File: config.mk
export PLATFORM = sky130hd
export DESIGN_NAME = fifo_uart_framer
export DESIGN_NICKNAME = d
export VERILOG_FILES = /design/src/rtl/fifo_uart_framer_pkg.sv /design/src/rtl/fifo_frame_buf.sv /design/src/rtl/fifo_uart_framer.sv
export SDC_FILE = /design/constraint.sdc
export NUM_CORES = 1
export LEC_CHECK = 0
export BUFFER_PORTS_ARGS = -buffer_cell sky130_fd_sc_hd__buf_4
export CORE_ASPECT_RATIO = 1.5
export CORE_UTILIZATION = 30
export DETAILED_ROUTE_END_ITERATION = 8
export PLACE_DENSITY_LB_ADDON = 0.12
export SYNTH_ARGS = -nofsm -noshare
export SYNTH_HDL_FRONTEND = slang
export SYNTH_SLANG_ARGS = --single-unit
File: constraint.sdc
create_clock -name clk -period 2.6 [get_ports clk]
set_clock_uncertainty 0.2 [all_clocks]
set_input_delay 0.13 -clock clk [delete_from_list [all_inputs] [get_ports clk]]
set_output_delay 0.13 -clock clk [all_outputs]
set_load 0.01 [all_outputs]
File: src/rtl/fifo_uart_framer_pkg.sv
// Shared types and constants for the sniffer FIFO-to-UART framer.
// Width helpers let the top size its counters from its own parameter overrides.
package fifo_uart_framer_pkg;

  typedef enum logic [2:0] {
    S_IDLE,
    S_FILL,
    S_SEND_SOF,
    S_SEND_SEQ,
    S_SEND_LEN,
    S_SEND_PAY,
    S_SEND_CHK
  } state_t;

  localparam logic [7:0]  SOF_DEFAULT         = 8'hA5;
  localparam int unsigned MAX_PAYLOAD_DEFAULT = 16;
  localparam int unsigned TIMEOUT_DEFAULT     = 1200;

  function automatic int unsigned cnt_w(input int unsigned max_payload);
    return $clog2(max_payload + 1);
  endfunction

  function automatic int unsigned to_w(input int unsigned timeout);
    return $clog2(timeout);
  endfunction

  localparam int unsigned CNT_W = cnt_w(MAX_PAYLOAD_DEFAULT);
  localparam int unsigned TO_W  = to_w(TIMEOUT_DEFAULT);

endpackage

File: src/rtl/fifo_frame_buf.sv
// Payload buffer for one frame: single write port, combinational indexed read.
module fifo_frame_buf #(
  parameter int unsigned DEPTH = 16,
  parameter int unsigned IDX_W = $clog2(DEPTH)
) (
  input  logic             clk,
  input  logic             we,
  input  logic [7:0]       wdata,
  input  logic [IDX_W-1:0] count,
  input  logic [IDX_W-1:0] rd_idx,
  output logic [7:0]       rdata
);

  logic [7:0] r_mem [DEPTH];

  always_ff @(posedge clk) begin
    if (we) r_mem[count] <= wdata;
  end

  assign rdata = r_mem[rd_idx];

endmodule

File: src/rtl/fifo_uart_framer.sv
// Drains the sniffer FIFO into a local buffer and emits SOF/SEQ/LEN/payload/CHK
// frames to a byte-wide UART transmitter on buffer full or idle timeout.
module fifo_uart_framer
  import fifo_uart_framer_pkg::*;
#(
  parameter int unsigned MAX_PAYLOAD = MAX_PAYLOAD_DEFAULT,
  parameter int unsigned TIMEOUT     = TIMEOUT_DEFAULT,
  parameter logic [7:0]  SOF_BYTE    = SOF_DEFAULT
) (
  input  logic       clk,
  input  logic       rst,
  input  logic       en,
  output logic       fifo_rd_en,
  input  logic [7:0] fifo_rd_DATA,
  input  logic       fifo_rd_empty,
  output logic [7:0] tx_DATA,
  output logic       tx_start,
  input  logic       tx_busy,
  output logic       frame_active,
  output logic [7:0] seq
);

  localparam int unsigned CNT_BITS = cnt_w(MAX_PAYLOAD);
  localparam int unsigned TO_BITS  = to_w(TIMEOUT);
  localparam int unsigned IDX_BITS = $clog2(MAX_PAYLOAD);
  localparam logic [CNT_BITS-1:0] C_MAX     = CNT_BITS'(MAX_PAYLOAD);
  localparam logic [CNT_BITS-1:0] C_MAX_M1  = CNT_BITS'(MAX_PAYLOAD - 1);
  localparam logic [TO_BITS-1:0]  C_TO_LAST = TO_BITS'(TIMEOUT - 1);

  state_t              r_state, w_state_nx;
  logic [CNT_BITS-1:0] r_count;
  logic [TO_BITS-1:0]  r_to;
  logic [IDX_BITS-1:0] r_idx;
  logic [7:0]          r_chk, r_seq, r_tx_data;
  logic                r_rd_pend, r_tx_start, r_frame_active;
  logic                w_rd, w_exit, w_issue, w_last_pay;
  logic [7:0]          w_byte, w_rdata;

  // The capture that fills the buffer exits FILL in the same edge, so SOF
  // follows the last capture by two cycles.
  assign w_exit = (r_state == S_FILL) &&
                  ((r_count == C_MAX) ||
                   (r_rd_pend && r_count == C_MAX_M1) ||
                   (r_count != '0 && !r_rd_pend && r_to == C_TO_LAST));
  assign w_rd = (r_state == S_FILL) && !fifo_rd_empty && !r_rd_pend &&
                (r_count < C_MAX) && !w_exit;
  assign w_last_pay = (CNT_BITS'(r_idx) + CNT_BITS'(1)) == r_count;

  fifo_frame_buf #(.DEPTH(MAX_PAYLOAD), .IDX_W(IDX_BITS)) u_buf (
    .clk    (clk),
    .we     (r_rd_pend),
    .wdata  (fifo_rd_DATA),
    .count  (r_count[IDX_BITS-1:0]),
    .rd_idx (r_idx),
    .rdata  (w_rdata)
  );

  always_ff @(posedge clk or negedge rst) begin
    if (!rst) r_state <= S_IDLE;
    else      r_state <= w_state_nx;
  end

  always_comb begin
    w_state_nx = r_state;
    w_byte     = '0;
    w_issue    = 1'b0;
    case (r_state)
      S_IDLE: if (en) w_state_nx = S_FILL;
      S_FILL: if (w_exit) w_state_nx = S_SEND_SOF;
      S_SEND_SOF: begin
        w_byte  = SOF_BYTE;
        w_issue = !tx_busy && !r_tx_start;
        if (r_tx_start) w_state_nx = S_SEND_SEQ;
      end
      S_SEND_SEQ: begin
        w_byte  = r_seq;
        w_issue = !tx_busy && !r_tx_start;
        if (r_tx_start) w_state_nx = S_SEND_LEN;
      end
      S_SEND_LEN: begin
        w_byte  = 8'(r_count);
        w_issue = !tx_busy && !r_tx_start;
        if (r_tx_start) w_state_nx = S_SEND_PAY;
      end
      S_SEND_PAY: begin
        w_byte  = w_rdata;
        w_issue = !tx_busy && !r_tx_start;
        if (r_tx_start && w_last_pay) w_state_nx = S_SEND_CHK;
      end
      S_SEND_CHK: begin
        w_byte  = r_chk;
        w_issue = !tx_busy && !r_tx_start;
        if (r_tx_start) w_state_nx = en ? S_FILL : S_IDLE;
      end
      default: w_state_nx = S_IDLE;
    endcase
  end

  always_ff @(posedge clk or negedge rst) begin
    if (!rst) begin
      r_count        <= '0;
      r_to           <= '0;
      r_idx          <= '0;
      r_chk          <= '0;
      r_seq          <= '0;
      r_tx_data      <= '0;
      r_rd_pend      <= 1'b0;
      r_tx_start     <= 1'b0;
      r_frame_active <= 1'b0;
    end else begin
      r_rd_pend  <= w_rd;
      r_tx_start <= w_issue;
      if (r_state != S_FILL || r_rd_pend || r_count == '0) r_to <= '0;
      else if (r_to != C_TO_LAST)                          r_to <= r_to + 1'b1;
      if (r_rd_pend) r_count <= r_count + 1'b1;
      if (w_issue) begin
        r_tx_data <= w_byte;
        if (r_state == S_SEND_SOF)      r_frame_active <= 1'b1;
        else if (r_state != S_SEND_CHK) r_chk <= r_chk ^ w_byte;
      end
      if (r_tx_start && r_state == S_SEND_PAY) r_idx <= r_idx + 1'b1;
      if (r_tx_start && r_state == S_SEND_CHK) begin
        r_seq          <= r_seq + 1'b1;
        r_count        <= '0;
        r_idx          <= '0;
        r_chk          <= '0;
        r_frame_active <= 1'b0;
      end
    end
  end

  assign fifo_rd_en   = w_rd;
  assign tx_DATA      = r_tx_data;
  assign tx_start     = r_tx_start;
  assign frame_active = r_frame_active;
  assign seq          = r_seq;

endmodule

* Yosys cells after proc, flatten, opt, wreduce, memory -nomap -nowiden *
Memories as Yosys holds them, arrays and structs flattened.
Index checks and enable logic that the tools add are counted.
W data, S select, Z words.

cells by class
  add/subtract/negate cells = 5
  order comparisons = 1
  eq/ne operators = 21
  multiplexer cells = 26
  bitwise logic cells = 1
  reduce and logical (&&, ||, !) cells = 34

operators with widths
  kind                     number
  $pmux W8 S5              1
  $mux W8                  4
  $mux W11                 2
  $mux W3                  7
  $pmux W3 S7              1
  $ne A2 B2 Y1 const B     7
  $logic_and A1 B1 Y1      12
  $reduce_bool A2 Y1       6
  $add A11 B1 Y11 const B  1
  $eq A11 B11 Y1 const B   1
  $ne A11 B11 Y1 const B   1
  $mux W5                  2
  $eq A3 B3 Y1 const B     3
  $add A8 B1 Y8 const B    1
  $mux W4                  2
  $xor A8 B8 Y8            1
  $mux W1                  7
  $reduce_and A7 Y1        1
  $eq A3 B2 Y1 const B     2
  $add A4 B1 Y5 const B    1
  $add A5 B1 Y5 const B    1
  $eq A5 B4 Y1 const B     1
  $eq A5 B5 Y1             1
  $eq A5 B5 Y1 const B     1
  14 further kinds         21

word-level totals
  register bits after elaboration = 50
  RAM bits = 128
  output and inout bits = 19
  logic and storage cells = 99
  memories = 1

memory list
  memory       depth  bits a word  rd ports  clocked after memory_dff  wr ports  line                  source
  u_buf.r_mem  16     8            1         0                         1         fifo_frame_buf.sv:14  logic [7:0] r_mem [DEPTH];

* Longest topological paths before layout *
  depth after elaboration = 7
  depth in mapped cells = 7
  mapped depth without buffers = 7

* Cells and area by module *
A second synthesis with hierarchy kept.

second synthesis, totals
  cells, all modules = 503
  area, all modules = 7721.2 um^2

modules (own cells, without submodules)
  module            times used  cells each  area each (um^2)  seq. area each (um^2)
  fifo_frame_buf    1           221         4987.3            3843.7
  fifo_uart_framer  1           282         2733.9            1251.2

* Worst setup path before layout *
Ideal clock, no wire load.

  path type = reg2reg
  start = reg r_to[0]
  end = reg r_rd_pend
  library setup time = 0.181 ns
  data arrival time = 1.735 ns
  path slack = 0.484 ns
  stages on the path, launching flop included = 7
  buffers on the path = 1
  cells stage by stage = dfrtp_1 > ha_1 > and3_1 > and3_1 > buf_2 > a21oi_1 > nor4b_1

between the ends
  longest elaborated chain between the ends = 6

ends and longest elaborated chain
  element                 line                     source
  from (decl)             fifo_uart_framer.sv:32   logic [TO_BITS-1:0] r_to;
  from (signal assigned)  fifo_uart_framer.sv:114  else if (r_to != C_TO_LAST) r_to <= r_to + 1'b1;
  $eq A11 B11 Y1          fifo_uart_framer.sv:44   (r_count != '0 && !r_rd_pend && r_to == C_TO_LAST));
  $logic_and A1 B1 Y1     fifo_uart_framer.sv:44
  $logic_or A1 B1 Y1      fifo_uart_framer.sv:43   (r_rd_pend && r_count == C_MAX_M1) ||
  $logic_and A1 B1 Y1     fifo_uart_framer.sv:41   assign w_exit = (r_state == S_FILL) &&
  $logic_not A1 Y1        fifo_uart_framer.sv:46   (r_count < C_MAX) && !w_exit;
  $logic_and A1 B1 Y1     fifo_uart_framer.sv:46
  via fifo_rd_en          fifo_uart_framer.sv:13   output logic fifo_rd_en,
  to (signal assigned)    fifo_uart_framer.sv:111  r_rd_pend <= w_rd;
  to (decl)               fifo_uart_framer.sv:35   logic r_rd_pend, r_tx_start, r_frame_active;

The timed path passes the listed nets, and every way through them passes these cells.
A chain may end at the register's enable or synchronous reset.

* Worst setup path after layout *
  start = reg r_count[0]
  end = out fifo_rd_en

between the ends
  longest elaborated chain between the ends = 7
  elaborated cells on any way between the ends = 13
  classes of those cells = order compare (1); eq/ne (2); reduce/logical (10)

ends and longest elaborated chain
  element                                                           line                                            source
  from (decl)                                                       fifo_uart_framer.sv:31                          logic [CNT_BITS-1:0] r_count;
  from (signal assigned)                                            fifo_uart_framer.sv:115                         if (r_rd_pend) r_count <= r_count + 1'b1;
  $eq A5 B4 Y1 / $reduce_bool A5 Y1 (equally long branches)         fifo_uart_framer.sv:43, fifo_uart_framer.sv:44
  $logic_and A1 B1 Y1 (on tied branches)                            fifo_uart_framer.sv:43, fifo_uart_framer.sv:44
  $logic_or A1 B1 Y1 / $logic_and A1 B1 Y1 (equally long branches)  fifo_uart_framer.sv:42, fifo_uart_framer.sv:44
  $logic_or A1 B1 Y1                                                fifo_uart_framer.sv:43
  $logic_and A1 B1 Y1                                               fifo_uart_framer.sv:41
  $logic_not A1 Y1                                                  fifo_uart_framer.sv:46
  $logic_and A1 B1 Y1 (*)                                           fifo_uart_framer.sv:46
  to (decl)                                                         fifo_uart_framer.sv:13

Every way passes the cells marked *; elsewhere a longest branch is shown, timed or not.

==> results.md <==
Floorplanning:
- The starting utilization of the core area is 0.3081.
- The die footprint is between 0.02 and 0.03 mm2.
- The core region area is roughly 0.025 mm2.
- The height of the die is 199.1 um.
- The width of the chip is 133.4 um.
- 32 I/O pins were placed.
- The number of standard-cell rows in the floorplan is 71.

Global route:
- The number of global-route vias before repair is 4,945.
- The first global-routing pass estimated approximately 30,000 um of wire.
- The initial antenna violation count is 0.
- Entering global routing, the biggest net connects ~50 pins.
- In the global route stage, overall resource usage came out at 0.1601.
- Summed over all layers, the global routing overflow is 0.

STA:
- For the pin with the worst max-slew slack, the measured transition is 0.7941 ns.
- The post-route clock period utilization is 0.9368.
- Setup repair after global routing left no endpoint under its margin.
- Derived from the worst setup path, the maximum achievable clock frequency is 410.6 MHz.
- The worst path meets setup with between 0.15 and 0.2 ns of slack.
- The number of hold-slack violations in the final timing report was 0.
- The relative slew slack is 0.4697.
- The number of pins with negative max-slew slack in the final report came to 0.
- For the finished layout, the period the worst path requires is about 2.4 ns.
- The number of failing setup endpoints in the final timing report is 0.
- For the final routed database, the setup TNS stands at 0 ns.

Placement:
- The wire-length estimate of the detail-placed layout is ~14,000 um.
- At the placement stage, the worst setup path has a slack of around 0.16 ns.
- Routability-driven placement finished with a final weighted congestion of 0.7862.
- The number of port buffers is 31.
- After detailed placement, the design holds a cell count of 940.

Worst setup path:
- The number of cells on the worst reg-to-reg path is 7.
- The worst register-to-register path ends at r_chk[5]$_DFFE_PN0P_.
- The category of the worst setup path launch point is a flop.
- The arrival time reported for the critical path endpoint is about 2.1 ns.
- STA classifies the critical path endpoint as a primary output.
- The largest fanout on the critical path is 7.
- On the worst path, the slowest cell contributes a delay of between 0.5 and 0.6 ns.
- The setup path with the least slack is of type reg2out.
- The number of buffers and inverters on the critical path is 2.
- The critical path goes through inv_1 -> ha_1 -> a31oi_1 -> a21oi_1 -> nor4b_2 -> buf_4.
- The startpoint identified for the worst register-to-register timing path is r_idx[2]$_DFFE_PN0P_.
- The setup slack of the worst register-to-register path is 0.21 ns.
- Broken down by cell family, the worst path's largest delay share belongs to flip-flops.
- Data on the critical path is required at its endpoint by about 2.3 ns.
- The slowest stage of the critical path is the sky130_fd_sc_hd__dfrtp_1 cell.

Final layout:
- 0 antenna diodes ended up in the layout.
- The area growth from synthesis to final layout is 20.40%.
- The final core area utilization is 0.3709.
- The post-route non-filler standard cell count is 983.
- The share of final-layout standard cells stronger than drive strength 1 is 0.1710.
- The net count of the finished layout is around 660.

Run status:
- The flow ran to the end, and the final reports show no timing, DRC or antenna violations.

Power and ir drop:
- The power per cell area is around 900 mW/mm2.
- The share of total power dissipated in combinational logic is 0.264.
- IR analysis of the VDD net gives a maximum drop of 0.0003895 V.
- The analysis attributes to net switching a power of 0.002642 W.
- Of the total power, registers draw 0.418.
- The static leakage power is 3.420 nW.
- The switching power as a share of total power is 0.3046.
- Of the total power, the clock network draws 0.318.
- The internal power contribution is roughly 0.0060 W.

Logic synthesis:
- The leading cell type by number of instances after synthesis is sky130_fd_sc_hd__edfxtp_1.
- The yosys synthesis warning count is 0.
- The part of the Yosys area used for sequential elements is 0.6555.
- The net count of the mapped netlist is about 580.
- Of all cell types, the one taking the most synthesized area is sky130_fd_sc_hd__edfxtp_1.
- By count the netlist is led by sky130_fd_sc_hd__edfxtp_1 (128), sky130_fd_sc_hd__mux2i_1 (64), sky130_fd_sc_hd__dfrtp_1 (50).
- The share of synthesized area in the top cell type comes to 0.4945.
- Counting flops with a built-in enable in the synthesized netlist gives 128.
- Among all flip-flop cells after synthesis, the most frequent one is sky130_fd_sc_hd__edfxtp_1.
- After synthesis the netlist holds a flip-flop and latch count of roughly 180.
- Synthesis produced a netlist whose cell count is between 500 and 600.
- By area the synthesized netlist is led by sky130_fd_sc_hd__edfxtp_1 (49%), sky130_fd_sc_hd__dfrtp_1 (16%), sky130_fd_sc_hd__mux2i_1 (8.2%).
- The netlist area before placement is 0.007772 mm2.
- The synthesized area divided by synthesized cell count is between 10 and 15 um2.
- The count of different cell masters after synthesis is between 50 and 60.
- The fraction of registers with async set or reset after synthesis is 0.2809.

Route:
- The total number of vias is approximately 4,800.
- The via density per instance is 4.868.
- The number of DRC violations after detailed-routing iteration 0 is roughly 240.
- The total length of routed wires is approximately 20,000 um.
- The remaining design rule violation count is 0.
- The residual antenna-violating net count after detailed routing is 0.
- The first detailed-routing pass took 4 iterations.
- The routed length per instance is 20.18 um.

Job:
- Max-cap violations in this run came to 0.

CTS:
- The number of buffers inserted during clock tree synthesis is 17.
- Clock latency on the worst-skew pair, taken at its later pin, is around 0.44 ns.
- The deepest level of the CTS H-tree is 4.
- The number of buffers between clock root and the deepest sink is 2.
- TritonCTS built the clock tree.
- Clock-pin slew was measured on the worst setup and hold paths at approximately 0.060 ns.
- The number of setup buffers added after CTS is 0.
- The clock root buffer master is sky130_fd_sc_hd__clkbuf_16.
- The CTS sink count is around 180.

Worst hold path:
- The worst hold path belongs to the class in2async.
## cell families (layout without fill, tap and decap cells)
kind of cell / after synthesis / count (layout) / share of synthesized area
flip-flops: 178 / 178 / 0.6555
AND/OR/NAND/NOR: 138 / 138 / 0.08742
AO/OA/AOI/OAI: 95 / 95 / 0.08468
multiplexers: 69 / 69 / 0.09353
buffers and inverters: 42 / 134 / 0.02881
XOR/XNOR: 33 / 33 / 0.03719
adder cells (fa/ha/maj): 8 / 8 / 0.01288
## flip-flops by register name (all words and copies together) (netlist names)
name and cells:
r_count 5, r_chk 8, u_buf.r_mem 128, r_state 3, frame_active 1, tx_DATA 8, r_to 11, seq 8
r_idx 4, r_rd_pend 1, tx_start 1
## power by group through the flow
stage / registers (W) / clock network [W] / logic, W
after floorplan: 0.00357 / 0 / 0.00162
after global placement: 0.00369 / 0 / 0.00229
after detailed placement: 0.00369 / 0 / 0.00231
after CTS: 0.00364 / 0.00281 / 0.00233
after global routing: 0.00368 / 0.00291 / 0.00252
final: 0.00363 / 0.00276 / 0.00229
## worst max path at each step
stage	slack [ns]	from	endpoint	cells past startpoint
after floorplan	0.48	r_to[0]$_DFFE_PN0P_	r_rd_pend$_DFF_PN0_	6
after global placement	0.23	r_idx[2]$_DFFE_PN0P_	r_chk[5]$_DFFE_PN0P_	7
after detailed placement	0.16	r_idx[2]$_DFFE_PN0P_	r_chk[5]$_DFFE_PN0P_	7
after CTS	0.12	r_to[0]$_DFFE_PN0P_	fifo_rd_en	6
after global routing	0.03	r_to[0]$_DFFE_PN0P_	fifo_rd_en	6
final	0.16	r_count[0]$_DFFE_PN0P_	fifo_rd_en	6
## placed cells by master (no fill, tap or decap), types with 7 or more instances in the layout
cell type / instances
sky130_fd_sc_hd__nor3_1: 11
sky130_fd_sc_hd__edfxtp_1: 128
sky130_fd_sc_hd__buf_4: 77
sky130_fd_sc_hd__nand2_1: 31
sky130_fd_sc_hd__a21o_1: 8
sky130_fd_sc_hd__dlygate4sd3_1: 12
sky130_fd_sc_hd__a21oi_1: 14
sky130_fd_sc_hd__dfrtp_1: 49
sky130_fd_sc_hd__inv_1: 13
sky130_fd_sc_hd__nor2_1: 41
sky130_fd_sc_hd__a22oi_1: 18
sky130_fd_sc_hd__a221oi_1: 12
sky130_fd_sc_hd__nand3_1: 16
sky130_fd_sc_hd__xnor2_1: 20
sky130_fd_sc_hd__nand4_1: 7
sky130_fd_sc_hd__nor2b_1: 8
sky130_fd_sc_hd__a31oi_1: 17
sky130_fd_sc_hd__mux2i_1: 64
sky130_fd_sc_hd__clkbuf_16: 17
sky130_fd_sc_hd__ha_1: 8
sky130_fd_sc_hd__xor2_1: 13
sky130_fd_sc_hd__o21ai_0: 10
## cell type report
cell class                 count  area (um2)
clock buffer                  19       432.9
clock inverter                12       188.9
fill                        2478       15870
inverter                      13       48.80
multi-input combinational    343        2460
sequential                   178        5099
tap                          328       410.4
timing repair buffer          90       718.2
## metal layers
| metal | vias to the layer above | GRT usage | part of all wire |
|---|---|---|---|
| met5 | - | 0 | 0 |
| met1 | 2428 | 0.1803 | 0.41 |
| met4 | 0 | 0.05640 | 0.017 |
| met2 | 58 | 0.2986 | 0.55 |
| li1 | 2280 | - | - |
| met3 | 19 | 0.03044 | 0.023 |
## metrics by stage
| step | instance area, um2 | hold slack, ns | power, W |
|---|---|---|---|
| 4_1_cts | 9358 | 0.08915 | 0.008775 |
| 2_1_floorplan | 7772 | -0.3656 | 0.005190 |
| 6_report | 9358 | 0.07251 | 0.008672 |
| 3_3_place_gp | 8610 | 0.01636 | 0.005980 |
| 3_5_place_dp | 8610 | 0.01603 | 0.005996 |
| 5_1_grt | 9358 | 0.1193 | 0.009114 |
## timing repair
item	in CTS	in global routing
resized for setup	1	0
endpoints found under the hold margin	181	0
hold buffers	12	0
endpoints found under the setup margin	1	0
No activity file was read; power rests on OpenSTA's default activity.
